===== src/rtl/serial_paralelo_param_if.sv =====
// Serial receiver bus: the serial bit input plus the recovered word, its strobes and link state.
interface serial_paralelo_param_if #(
   parameter int WIDTH = 8
);
   logic             data_in;
   logic [WIDTH-1:0] data2send;
   logic             valid_out;
   logic             word_strobe;
   logic             active;

   modport master (
      output data_in,
      input  data2send,
      input  valid_out,
      input  word_strobe,
      input  active
   );

   modport slave (
      input  data_in,
      output data2send,
      output valid_out,
      output word_strobe,
      output active
   );
endinterface


===== src/rtl/serial_paralelo_param.sv =====
// Serial-to-parallel receiver: hunts for a comma at any bit offset, locks after LOCK_COMMAS
// aligned commas and falls back to hunting after MAX_ERR commas seen off the word boundary.
module serial_paralelo_param #(
   parameter int               WIDTH       = 8,
   parameter logic [WIDTH-1:0] COMMA       = WIDTH'(8'hBC),
   parameter int               LOCK_COMMAS = 4,
   parameter int               MAX_ERR     = 3
) (
   input  logic                   clk_32f,
   input  logic                   reset,
   serial_paralelo_param_if.slave bus
);
   localparam int BW = $clog2(WIDTH);
   localparam int CW = $clog2(LOCK_COMMAS + 1);
   localparam int EW = $clog2(MAX_ERR + 1);

   localparam logic [BW-1:0] LAST_BIT = BW'(WIDTH - 1);
   localparam logic [CW-1:0] LOCK_N   = CW'(LOCK_COMMAS);
   localparam logic [EW-1:0] MAX_N    = EW'(MAX_ERR);

   typedef enum logic [1:0] {
      HUNT,
      ALIGN,
      ACTIVE
   } state_e;

   state_e           state_q, state_d;
   logic [WIDTH-1:0] shreg_q, shreg_d;
   logic [BW-1:0]    bit_cnt_q, bit_cnt_d;
   logic [CW-1:0]    comma_cnt_q, comma_cnt_d;
   logic [EW-1:0]    err_cnt_q, err_cnt_d;
   logic [WIDTH-1:0] data_q, data_d;
   logic             valid_q, valid_d;
   logic             strobe_q, strobe_d;

   logic [WIDTH-1:0] window;
   logic             is_comma;
   logic             boundary;
   logic [CW-1:0]    comma_inc;
   logic [EW-1:0]    err_inc;

   // The window already includes the bit being sampled this cycle.
   assign window    = {shreg_q[WIDTH-2:0], bus.data_in};
   assign is_comma  = (window == COMMA);
   assign boundary  = (bit_cnt_q == LAST_BIT);
   assign comma_inc = (comma_cnt_q == LOCK_N) ? comma_cnt_q : comma_cnt_q + CW'(1);
   assign err_inc   = (err_cnt_q == MAX_N) ? err_cnt_q : err_cnt_q + EW'(1);

   always_ff @(posedge clk_32f or negedge reset) begin
      if (!reset) begin
         state_q <= HUNT;
      end else begin
         state_q <= state_d;
      end
   end

   always_comb begin
      state_d = state_q;
      case (state_q)
         HUNT: begin
            if (is_comma) begin
               state_d = (LOCK_COMMAS == 1) ? ACTIVE : ALIGN;
            end
         end
         ALIGN: begin
            if (boundary) begin
               if (!is_comma) begin
                  state_d = HUNT;
               end else if (comma_inc == LOCK_N) begin
                  state_d = ACTIVE;
               end
            end
         end
         ACTIVE: begin
            if (!boundary && is_comma && (err_inc == MAX_N)) begin
               state_d = HUNT;
            end
         end
         default: state_d = HUNT;
      endcase
   end

   // Counters and word outputs; strobes default low so they last exactly one cycle.
   always_comb begin
      shreg_d     = window;
      bit_cnt_d   = boundary ? '0 : bit_cnt_q + BW'(1);
      comma_cnt_d = comma_cnt_q;
      err_cnt_d   = err_cnt_q;
      data_d      = data_q;
      valid_d     = 1'b0;
      strobe_d    = 1'b0;
      case (state_q)
         HUNT: begin
            if (is_comma) begin
               bit_cnt_d   = '0;
               comma_cnt_d = CW'(1);
               if (LOCK_COMMAS == 1) begin
                  err_cnt_d = '0;
               end
            end
         end
         ALIGN: begin
            if (boundary) begin
               if (is_comma) begin
                  comma_cnt_d = comma_inc;
                  if (comma_inc == LOCK_N) begin
                     err_cnt_d = '0;
                  end
               end else begin
                  comma_cnt_d = '0;
               end
            end
         end
         ACTIVE: begin
            if (boundary) begin
               data_d   = window;
               strobe_d = 1'b1;
               valid_d  = !is_comma;
               if (is_comma) begin
                  err_cnt_d = '0;
               end
            end else if (is_comma) begin
               err_cnt_d = err_inc;
               if (err_inc == MAX_N) begin
                  comma_cnt_d = '0;
               end
            end
         end
         default: ;
      endcase
   end

   always_ff @(posedge clk_32f or negedge reset) begin
      if (!reset) begin
         shreg_q     <= '0;
         bit_cnt_q   <= '0;
         comma_cnt_q <= '0;
         err_cnt_q   <= '0;
         data_q      <= '0;
         valid_q     <= 1'b0;
         strobe_q    <= 1'b0;
      end else begin
         shreg_q     <= shreg_d;
         bit_cnt_q   <= bit_cnt_d;
         comma_cnt_q <= comma_cnt_d;
         err_cnt_q   <= err_cnt_d;
         data_q      <= data_d;
         valid_q     <= valid_d;
         strobe_q    <= strobe_d;
      end
   end

   assign bus.data2send   = data_q;
   assign bus.valid_out   = valid_q;
   assign bus.word_strobe = strobe_q;
   assign bus.active      = (state_q == ACTIVE);
endmodule


===== src/flat_wrapper.sv =====
// flat-port wrapper written by rule: the top's interface ports become plain ports
module serial_paralelo_param_flat 
#(
   parameter int               WIDTH       = 8,
   parameter logic [WIDTH-1:0] COMMA       = WIDTH'(8'hBC),
   parameter int               LOCK_COMMAS = 4,
   parameter int               MAX_ERR     = 3
)
  (clk_32f, reset, bus_data_in, bus_data2send, bus_valid_out, bus_word_strobe, bus_active);
  serial_paralelo_param_if #(.WIDTH(WIDTH)) bus_i ();
  input  logic clk_32f;
  input  logic reset;
  input wire logic [$bits(bus_i.data_in)-1:0] bus_data_in;
  output wire logic [$bits(bus_i.data2send)-1:0] bus_data2send;
  output wire logic [$bits(bus_i.valid_out)-1:0] bus_valid_out;
  output wire logic [$bits(bus_i.word_strobe)-1:0] bus_word_strobe;
  output wire logic [$bits(bus_i.active)-1:0] bus_active;
  assign bus_i.data_in = bus_data_in;
  assign bus_data2send = bus_i.data2send;
  assign bus_valid_out = bus_i.valid_out;
  assign bus_word_strobe = bus_i.word_strobe;
  assign bus_active = bus_i.active;
  serial_paralelo_param #(.WIDTH(WIDTH), .COMMA(COMMA), .LOCK_COMMAS(LOCK_COMMAS), .MAX_ERR(MAX_ERR)) u_core (.clk_32f(clk_32f), .reset(reset), .bus(bus_i));
endmodule

===== config.mk =====
export PLATFORM = sky130hd
export DESIGN_NAME = serial_paralelo_param_flat
export DESIGN_NICKNAME = d
export VERILOG_FILES = /design/src/rtl/serial_paralelo_param_if.sv /design/src/rtl/serial_paralelo_param.sv /design/src/flat_wrapper.sv
export SDC_FILE = /design/constraint.sdc
export NUM_CORES = 1
export LEC_CHECK = 0
export ABC_AREA = 1
export CAP_MARGIN = 30
export CORE_ASPECT_RATIO = 1.5
export CORE_MARGIN = 8
export CORE_UTILIZATION = 30
export DETAILED_ROUTE_END_ITERATION = 16
export SYNTH_ARGS = -nofsm -noshare
export SYNTH_HDL_FRONTEND = slang
export SYNTH_SLANG_ARGS = --single-unit
export TNS_END_PERCENT = 1

===== constraint.sdc =====
create_clock -name clk_32f -period 3.62 [get_ports clk_32f]
set_clock_uncertainty 0.15 [all_clocks]
set_input_delay 1.086 -clock clk_32f [delete_from_list [all_inputs] [get_ports clk_32f]]
set_output_delay 1.086 -clock clk_32f [all_outputs]
set_load 0.05 [all_outputs]

**Word-level counts from Yosys, hierarchy flattened**

Index checks and enable logic that the tools add are counted.

- $add $sub $neg: 3
- Equality and inequality tests: 17
- Multiplexer cells: 29
- Reductions and logical operators: 11

Operators by type and width:

| kind | number |
|---|---|
| $mux 3 | 10 |
| $mux 2 | 12 |
| $ne 2x1->1 const B | 7 |
| $eq 3x3->1 const B | 3 |
| $pmux 3 s3 | 1 |
| $eq 8x8->1 const B | 1 |
| $add 3x1->3 const B | 2 |
| $eq 2x2->1 const B | 3 |
| $pmux 2 s3 | 1 |
| $reduce_and 6->1 | 1 |
| $reduce_and 5->1 | 1 |
| $mux 1 | 4 |
| $pmux 2 s2 | 1 |
| $reduce_and 4->1 | 1 |
| $ne 3x3->1 const B | 1 |
| $reduce_bool 3->1 | 1 |
| $add 2x1->2 const B | 1 |
| $eq 2x1->1 const B | 1 |
| $logic_and 1x1->1 | 2 |
| $logic_not 1->1 | 2 |
| $logic_not 2->1 | 1 |
| $ne 2x2->1 const B | 1 |
| $reduce_and 2->1 | 1 |
| $reduce_bool 2->1 | 1 |

- Register bits: 27
- Input bits: 3
- Output and inout bits: 11
- Word-level logic and storage cells: 68

**Longest topological paths before layout**

Gate-level depths: netlist of the first run.

- Word-level depth: 7
- Gate-level depth with buffers: 10
- Gate-level depth less buffers: 10

**Least setup slack after synthesis of the first run**

OpenSTA, ideal clock, no wires.

- Kind: reg2out
- Start: reg u_core.state_q[0]
- End: out bus_active
- Data arrival time: 1.003 ns
- Data required time: 2.384 ns
- Path slack: 1.381 ns
- Cell stages (with the launch flop): 3
- Path buffers: 0
- Cell sequence: dfrtp_1 -> inv_1 -> ha_1

- Cells in the longest elaborated chain, start to end: 1

RTL lines:

| element | RTL line | text |
|---|---|---|
| start: declaration | serial_paralelo_param.sv:27 | `state_e state_q, state_d;` |
| start signal: assignment | serial_paralelo_param.sv:53 | `state_q <= state_d;` |
| $eq 2x2->1 | serial_paralelo_param.sv:156 | `assign bus.active = (state_q == ACTIVE);` |
| end: declaration | flat_wrapper.sv:17 | `output wire logic [$bits(bus_i.active)-1:0] bus_active;` |

Every way passes these cells.

**Worst setup path in the final report of the first run**

Ends and elaborated chain as after synthesis.

==> run_results.csv, run 1 <==
group,metric,value,unit
floorplan,start_util,0.306,
global_routing,grt_pass1_wl,4140,um
setup_path,critPathSlowestCell,"clkdlybuf4s50_1",
setup_path,reg2reg_to,"u_core.comma_cnt_q[0]$_DFFE_PN0P_",
logic_synthesis,yosysMostFrequentCell,"nand2_1",
setup_path,cp-end-kind,"output port",
floorplan,fp.dieW,71.1,um
finish,diodes,0,
global_routing,grt_overflow_total,0,
timing,worst_slack,0.527,ns
timing,period_minus_slack,3.09,ns
clocking,cts-buffers-inserted,3,
detailed_routing,drtIter0Drc,16,
setup_path,crit_fanout,4,
detailed_routing,dr_total_vias,965,
logic_synthesis,synthTopCellsByCount,"nand2_1, dfrtp_1, inv_1",
finish,n_fill_cell,442,
status,status,"finished, final reports clean",
clocking,cts.sink_count,27,
finish,final_util,0.360,
placed_design,pre_cts_ws,0.829,ns
logic_synthesis,synth_top_family_by_area,"simple AND/OR/NAND/NOR gates",
floorplan,fp.dieH,98.7,um
logic_synthesis,synthFlopType,"dfrtp_1",
finish,final_layout_size_suffix_gt1_frac,0.150,
setup_path,cp.depth,3,
timing,tightest_slew,0.503,ns
logic_synthesis,yosys.area.top_type,"dfrtp_1",
global_routing,first_global_vias,921,
setup_path,r2r_slack,1.70,ns
setup_path,timing.critical_path.buf_inv,2,
logic_synthesis,synthMuxAreaShare,0,
floorplan,io-pin-count,14,
flow_run,cap_violations,0,
logic_synthesis,syn_area,1370,um^2
detailed_routing,drc,0,
setup_path,reg2regPathDepth,8,
setup_path,worstSetupEndpoint,"bus_active",
clocking,root_buffer,"clkbuf_8",
clocking,tritoncts,"done",
detailed_routing,wire_per_inst,10.8,um
logic_synthesis,synth_area_leaders,"dfrtp_1, nand2_1, ha_1",
logic_synthesis,synth-xor-area-share,0,
logic_synthesis,synthAdderAreaFrac,0.0824,
placed_design,placed_area,1560,um^2
timing,min_period_over_period,0.854,
logic_synthesis,synthDominantCellAreaShare,0.495,
logic_synthesis,synth_compound_area_frac,0.0403,
placed_design,dp_hpwl,1880,um
finish,multi_input_area,603,um^2
floorplan,row_count,30,
setup_path,crit_type,"flip-flop to output port",
clocking,clk_latency,0.28,ns
setup_path,timing.rr.start,"u_core.bit_cnt_q[0]$_DFF_PN0_",
timing,finalMaxSlewViolations,0,
placed_design,port_buffers,13,
clocking,htreeDepth,1,
power_and_ir_drop,ir_drop,238,uV
setup_path,required,2.38,ns
logic_synthesis,synth_seq_cells,27,
finish,regArea,676,um^2
power_and_ir_drop,p_per_area,487,nW/um^2
logic_synthesis,synth_simple_gate_area_frac,0.319,
logic_synthesis,syn_area_per_cell,8.76,um^2
clocking,clockBufferDepth,2,
timing,finalSetupViolations,0,
finish,layout.nets,186,
clocking,cts.clk_slew.worst_paths,0.10,ns
detailed_routing,via_per_inst,4.37,
clocking,ctsHoldBuffers,0,
floorplan,dieArea,7010,um^2
floorplan,core-area,4470,um^2
timing,grt_setup_unrepaired,"false",
timing,tns,0,ns
logic_synthesis,synth_nets,168,
finish,design_area,1610,um^2
setup_path,path_cells,"inv_1 > ha_1 > clkdlybuf4s50_1",
timing,relSlewSlack,0.664,
setup_path,critPathLaunch,"u_core.state_q[0]$_DFFE_PN0P_",
logic_synthesis,synth-seq-area-share,0.495,
setup_path,worstSetupStartpointType,"flip-flop",
logic_synthesis,synthArstFlopShare,1.00,
global_routing,grtUsageTotal,0.0728,
finish,area_growth,17.8,%
timing,fmax,323,MHz
global_routing,grt_max_degree,28,
detailed_routing,wirelength,2390,um
setup_path,slowest_delay,0.82,ns
logic_synthesis,ys.warnings.count,0,
placed_design,place.gp.congestion,0.757,
hold_path,min_path_type,"flip-flop to flip-flop",
power_and_ir_drop,p_leak,0.000823,uW
setup_path,crit_family,"buffers and inverters",
logic_synthesis,ys_types,19,
timing,finalHoldViolCount,0,
logic_synthesis,synth_edf_count,0,
detailed_routing,dr.pass1.iters,4,
clocking,cts_setup_buffers,0,
logic_synthesis,syn_inst,156,
setup_path,crit_arrival,1.86,ns
global_routing,antenna_found_initial,0,
clocking,cts_resized,0,
detailed_routing,ant_nets,0,
report_power, final:
| part | internal [uW] | switching (uW) |
|---|---|---|
| Combinational | 89.8 | 163 |
| Sequential | 331 | 20.5 |
| Clock | 80.9 | 99.6 |
cells in the final DEF, fill, tap and decap left out:
master / synthesis / routed
nand4_1: 1 / 1
nand3_1: 9 / 9
dfrtp_1: 27 / 27
nand2_4: 1 / 1
nand3b_1: 2 / 2
nor2_1: 7 / 7
inv_2: 2 / 2
a211oi_1: 1 / 1
buf_4: 0 / 1
clkbuf_8: 0 / 3
o21ai_0: 3 / 3
a21oi_4: 2 / 2
nand2_2: 9 / 9
clkdlybuf4s50_1: 0 / 13
inv_1: 20 / 20
nor3_1: 2 / 2
nor2_4: 3 / 3
inv_6: 0 / 1
nor2_2: 2 / 2
nand2_1: 53 / 53
ha_1: 9 / 9
nand3_2: 2 / 2
sequential cells by signal, summed over array words and instances (netlist names):
name and count:
u_core.bit_cnt_q 3, u_core.bus.data2send 8, u_core.bus.valid_out 1, u_core.bus.word_strobe 1
u_core.comma_cnt_q 3, u_core.err_cnt_q 2, u_core.shreg_q 7, u_core.state_q 2
stage by stage:
| step | hold WS [ns] | power, uW | instances |
|---|---|---|---|
| after floorplan | 0.204 | 560 | 156 |
| after global placement | 0.212 | 611 | 217 |
| after detailed placement | 0.214 | 615 | 217 |
| after CTS | 0.238 | 802 | 221 |
| after global routing | 0.247 | 846 | 221 |
| final | 0.236 | 784 | 221 |
worst reg2reg max path, stage by stage (launching register included):
cell      delay, ns
dfrtp_1        0.39
ha_1           0.20
ha_1           0.29
nand2_2        0.27
nand3_2        0.16
inv_2          0.08
nand3b_1       0.14
nand2_1        0.09
nand2_1        0.05
metal layers:
metal  GRT usage  wire length [um]  up-vias
li1            -                 -      509
met1      0.0763               985      439
met2       0.133              1290       13
met3     0.00915                63        4
met4      0.0435                55        0
met5           0                 0        -
cell type report:
type	instances	share of cell area
timing repair buffer	14	0.0855
inverter	22	0.0513
multi-input combinational	106	0.375
clock buffer	3	0.0257
clock inverter	1	0.00544
tap	48	0.0373
sequential	27	0.420
cell families after synthesis:
family | after synthesis
and+or+nand+nor | 91
DFF | 27
buffers and inverters | 23
adders and majority gates | 9
AOI/OAI and AO/OA | 6
worst min-delay path by stage:
| stage | startpoint | endpoint | depth (start not counted) |
|---|---|---|---|
| 3_5_place_dp | u_core.shreg_q[5]$_DFF_PN0_ | u_core.shreg_q[6]$_DFF_PN0_ | 0 |
| 6_report | u_core.shreg_q[5]$_DFF_PN0_ | u_core.shreg_q[6]$_DFF_PN0_ | 0 |
| 5_1_grt | u_core.shreg_q[5]$_DFF_PN0_ | u_core.shreg_q[6]$_DFF_PN0_ | 0 |
| 2_1_floorplan | u_core.shreg_q[5]$_DFF_PN0_ | u_core.shreg_q[6]$_DFF_PN0_ | 0 |
| 3_3_place_gp | u_core.shreg_q[5]$_DFF_PN0_ | u_core.shreg_q[6]$_DFF_PN0_ | 0 |
| 4_1_cts | u_core.shreg_q[5]$_DFF_PN0_ | u_core.shreg_q[6]$_DFF_PN0_ | 0 |
No activity file was read; power rests on OpenSTA's default activity.
==> run 2: changes to the inputs <==
--- a/config.mk
+++ b/config.mk
@@ -9,8 +9,10 @@
 export CAP_MARGIN = 30
 export CORE_ASPECT_RATIO = 1.5
 export CORE_MARGIN = 8
-export CORE_UTILIZATION = 30
+export CORE_UTILIZATION = 45
+export CTS_CLUSTER_DIAMETER = 200
 export DETAILED_ROUTE_END_ITERATION = 16
+export PLACE_DENSITY = 0.71
 export SYNTH_ARGS = -nofsm -noshare
 export SYNTH_HDL_FRONTEND = slang
 export SYNTH_SLANG_ARGS = --single-unit
==> run 2 against run 1 <==
Die area fell by 27%. Sequential share of layout area grew 0.33 points. Core utilization rose by 19 points. Via count up 6.6%. Total power decreased by 0.89%.
==> run_results.csv, run 2 (same netlist as run 1, synthesis figures left out) <==
group,metric,value,unit
clocking,cts.sink_count,27,
floorplan,dieArea,5090,um^2
clocking,tritoncts,"done",
detailed_routing,dr.pass1.iters,6,
floorplan,start_util,0.469,
power_and_ir_drop,p_leak,0.000819,uW
timing,holdWs,0.246,ns
timing,fmax,321,MHz
floorplan,row_count,24,
finish,diodes,0,
floorplan,fp.dieH,83.5,um
flow_run,cap_violations,0,
clocking,cts_resized,0,
finish,largest_reg_flops,8,
timing,worst_slack,0.505,ns
detailed_routing,dr_total_vias,1029,
placed_design,place.gp.congestion,0.807,
detailed_routing,wire_per_inst,12.1,um
detailed_routing,ant_nets,0,
power_and_ir_drop,ir_drop,367,uV
setup_path,cp-end-kind,"output port",
placed_design,dp.cells,208,
hold_path,min_path_type,"flip-flop to flip-flop",
finish,final_common_cell,"nand2_1",
timing,grt_setup_unrepaired,"false",
setup_path,crit_arrival,1.88,ns
global_routing,grtUsageTotal,0.110,
timing,period_minus_slack,3.12,ns
detailed_routing,via_per_inst,4.85,
finish,n_fill_cell,287,
clocking,ctsHoldBuffers,0,
timing,finalHoldViolCount,0,
setup_path,crit_fanout,4,
clocking,htreeDepth,1,
placed_design,dp_hpwl,2040,um
global_routing,antenna_found_initial,0,
timing,finalMaxSlewViolations,0,
timing,tns,0,ns
clocking,clk_latency,0.27,ns
finish,multi_input_area,603,um^2
detailed_routing,drtIter0Drc,22,
clocking,clockBufferDepth,2,
timing,min_period_over_period,0.861,
placed_design,port_buffers,13,
timing,tightest_slew,0.510,ns
clocking,cts_setup_buffers,0,
status,status,"finished, final reports clean",
finish,layout.nets,186,
detailed_routing,drc,0,
clocking,cts.clk_slew.worst_paths,0.09,ns
detailed_routing,wirelength,2560,um
floorplan,io-pin-count,14,
power_and_ir_drop,p_per_area,487,nW/um^2
timing,finalSetupViolations,0,
clocking,root_buffer,"clkbuf_8",
timing,relSlewSlack,0.659,
floorplan,core-area,2910,um^2
placed_design,pre_cts_ws,0.805,ns
finish,final_cell_mix,"nand2_1, dfrtp_1, inv_1",
finish,final_layout_size_suffix_gt1_frac,0.150,
global_routing,grt_pass1_wl,4380,um
global_routing,grt_overflow_total,0,
global_routing,grt_max_degree,28,
finish,area_growth,16.8,%
setup_path,required,2.38,ns
finish,instances_no_fill,212,
clocking,cts-buffers-inserted,3,
floorplan,fp.dieW,61.0,um
finish,regArea,676,um^2
setup_path,crit_type,"flip-flop to output port",
global_routing,first_global_vias,1061,
setup_path,worstSetupStartpointType,"flip-flop",
==> run 2: changes by cell type in the layout (fill, tap and decap cells not counted) <==
cell / delta
clkinvlp_4: +1
inv_6: -1
==> run 2: power by group <==
part | switching, uW | internal [uW] | total (uW) | leakage (uW)
Clock | 89.3 | 78.0 | 167 | 0.0000217
Combinational | 167 | 90.5 | 258 | 0.000451
Sequential | 21.1 | 331 | 352 | 0.000347
==> run 2: path summary, 6_finish.rpt <==
path,from,end,slack (ns),cells past startpoint
worst max-delay path,u_core.state_q[0]$_DFFE_PN0P_,bus_active,0.50,3
worst min-delay path,u_core.shreg_q[5]$_DFF_PN0_,u_core.shreg_q[6]$_DFF_PN0_,0.25,0
worst max register to register,u_core.bit_cnt_q[0]$_DFF_PN0_,u_core.comma_cnt_q[2]$_DFFE_PN0P_,1.74,8
worst min register to register,u_core.shreg_q[5]$_DFF_PN0_,u_core.shreg_q[6]$_DFF_PN0_,0.25,0
max in group asynchronous,reset,u_core.shreg_q[0]$_DFF_PN0_,2.03,2
min in group asynchronous,reset,u_core.bit_cnt_q[0]$_DFF_PN0_,1.04,2
==> run 2: area by class of cell <==
class,count,area share
Tap cell,39,0.0306
Sequential cell,27,0.423
Inverter,22,0.0517
Multi-Input combinational cell,106,0.378
Clock inverter,1,0.00470
Timing Repair Buffer,14,0.0862
Clock buffer,3,0.0259
==> run 2: routing by layer <==
layer  wire length, um  GRT usage
met1               994      0.108
met2              1440      0.203
met3                79     0.0247
met4                46     0.0448
met5                 0          0
==> run 2: per-stage QoR <==
stage	total power (uW)	util	instance area [um^2]
after floorplan	560	-	1370
after global placement	600	0.531	1550
after detailed placement	617	0.531	1550
after CTS	786	0.548	1600
after global routing	833	0.548	1600
final	777	0.548	1600
==> run 2: critical path, stage by stage, from the launching register on <==
cell and delay (ns):
dfrtp_1 0.42, inv_1 0.13, ha_1 0.24, clkdlybuf4s50_1 0.83
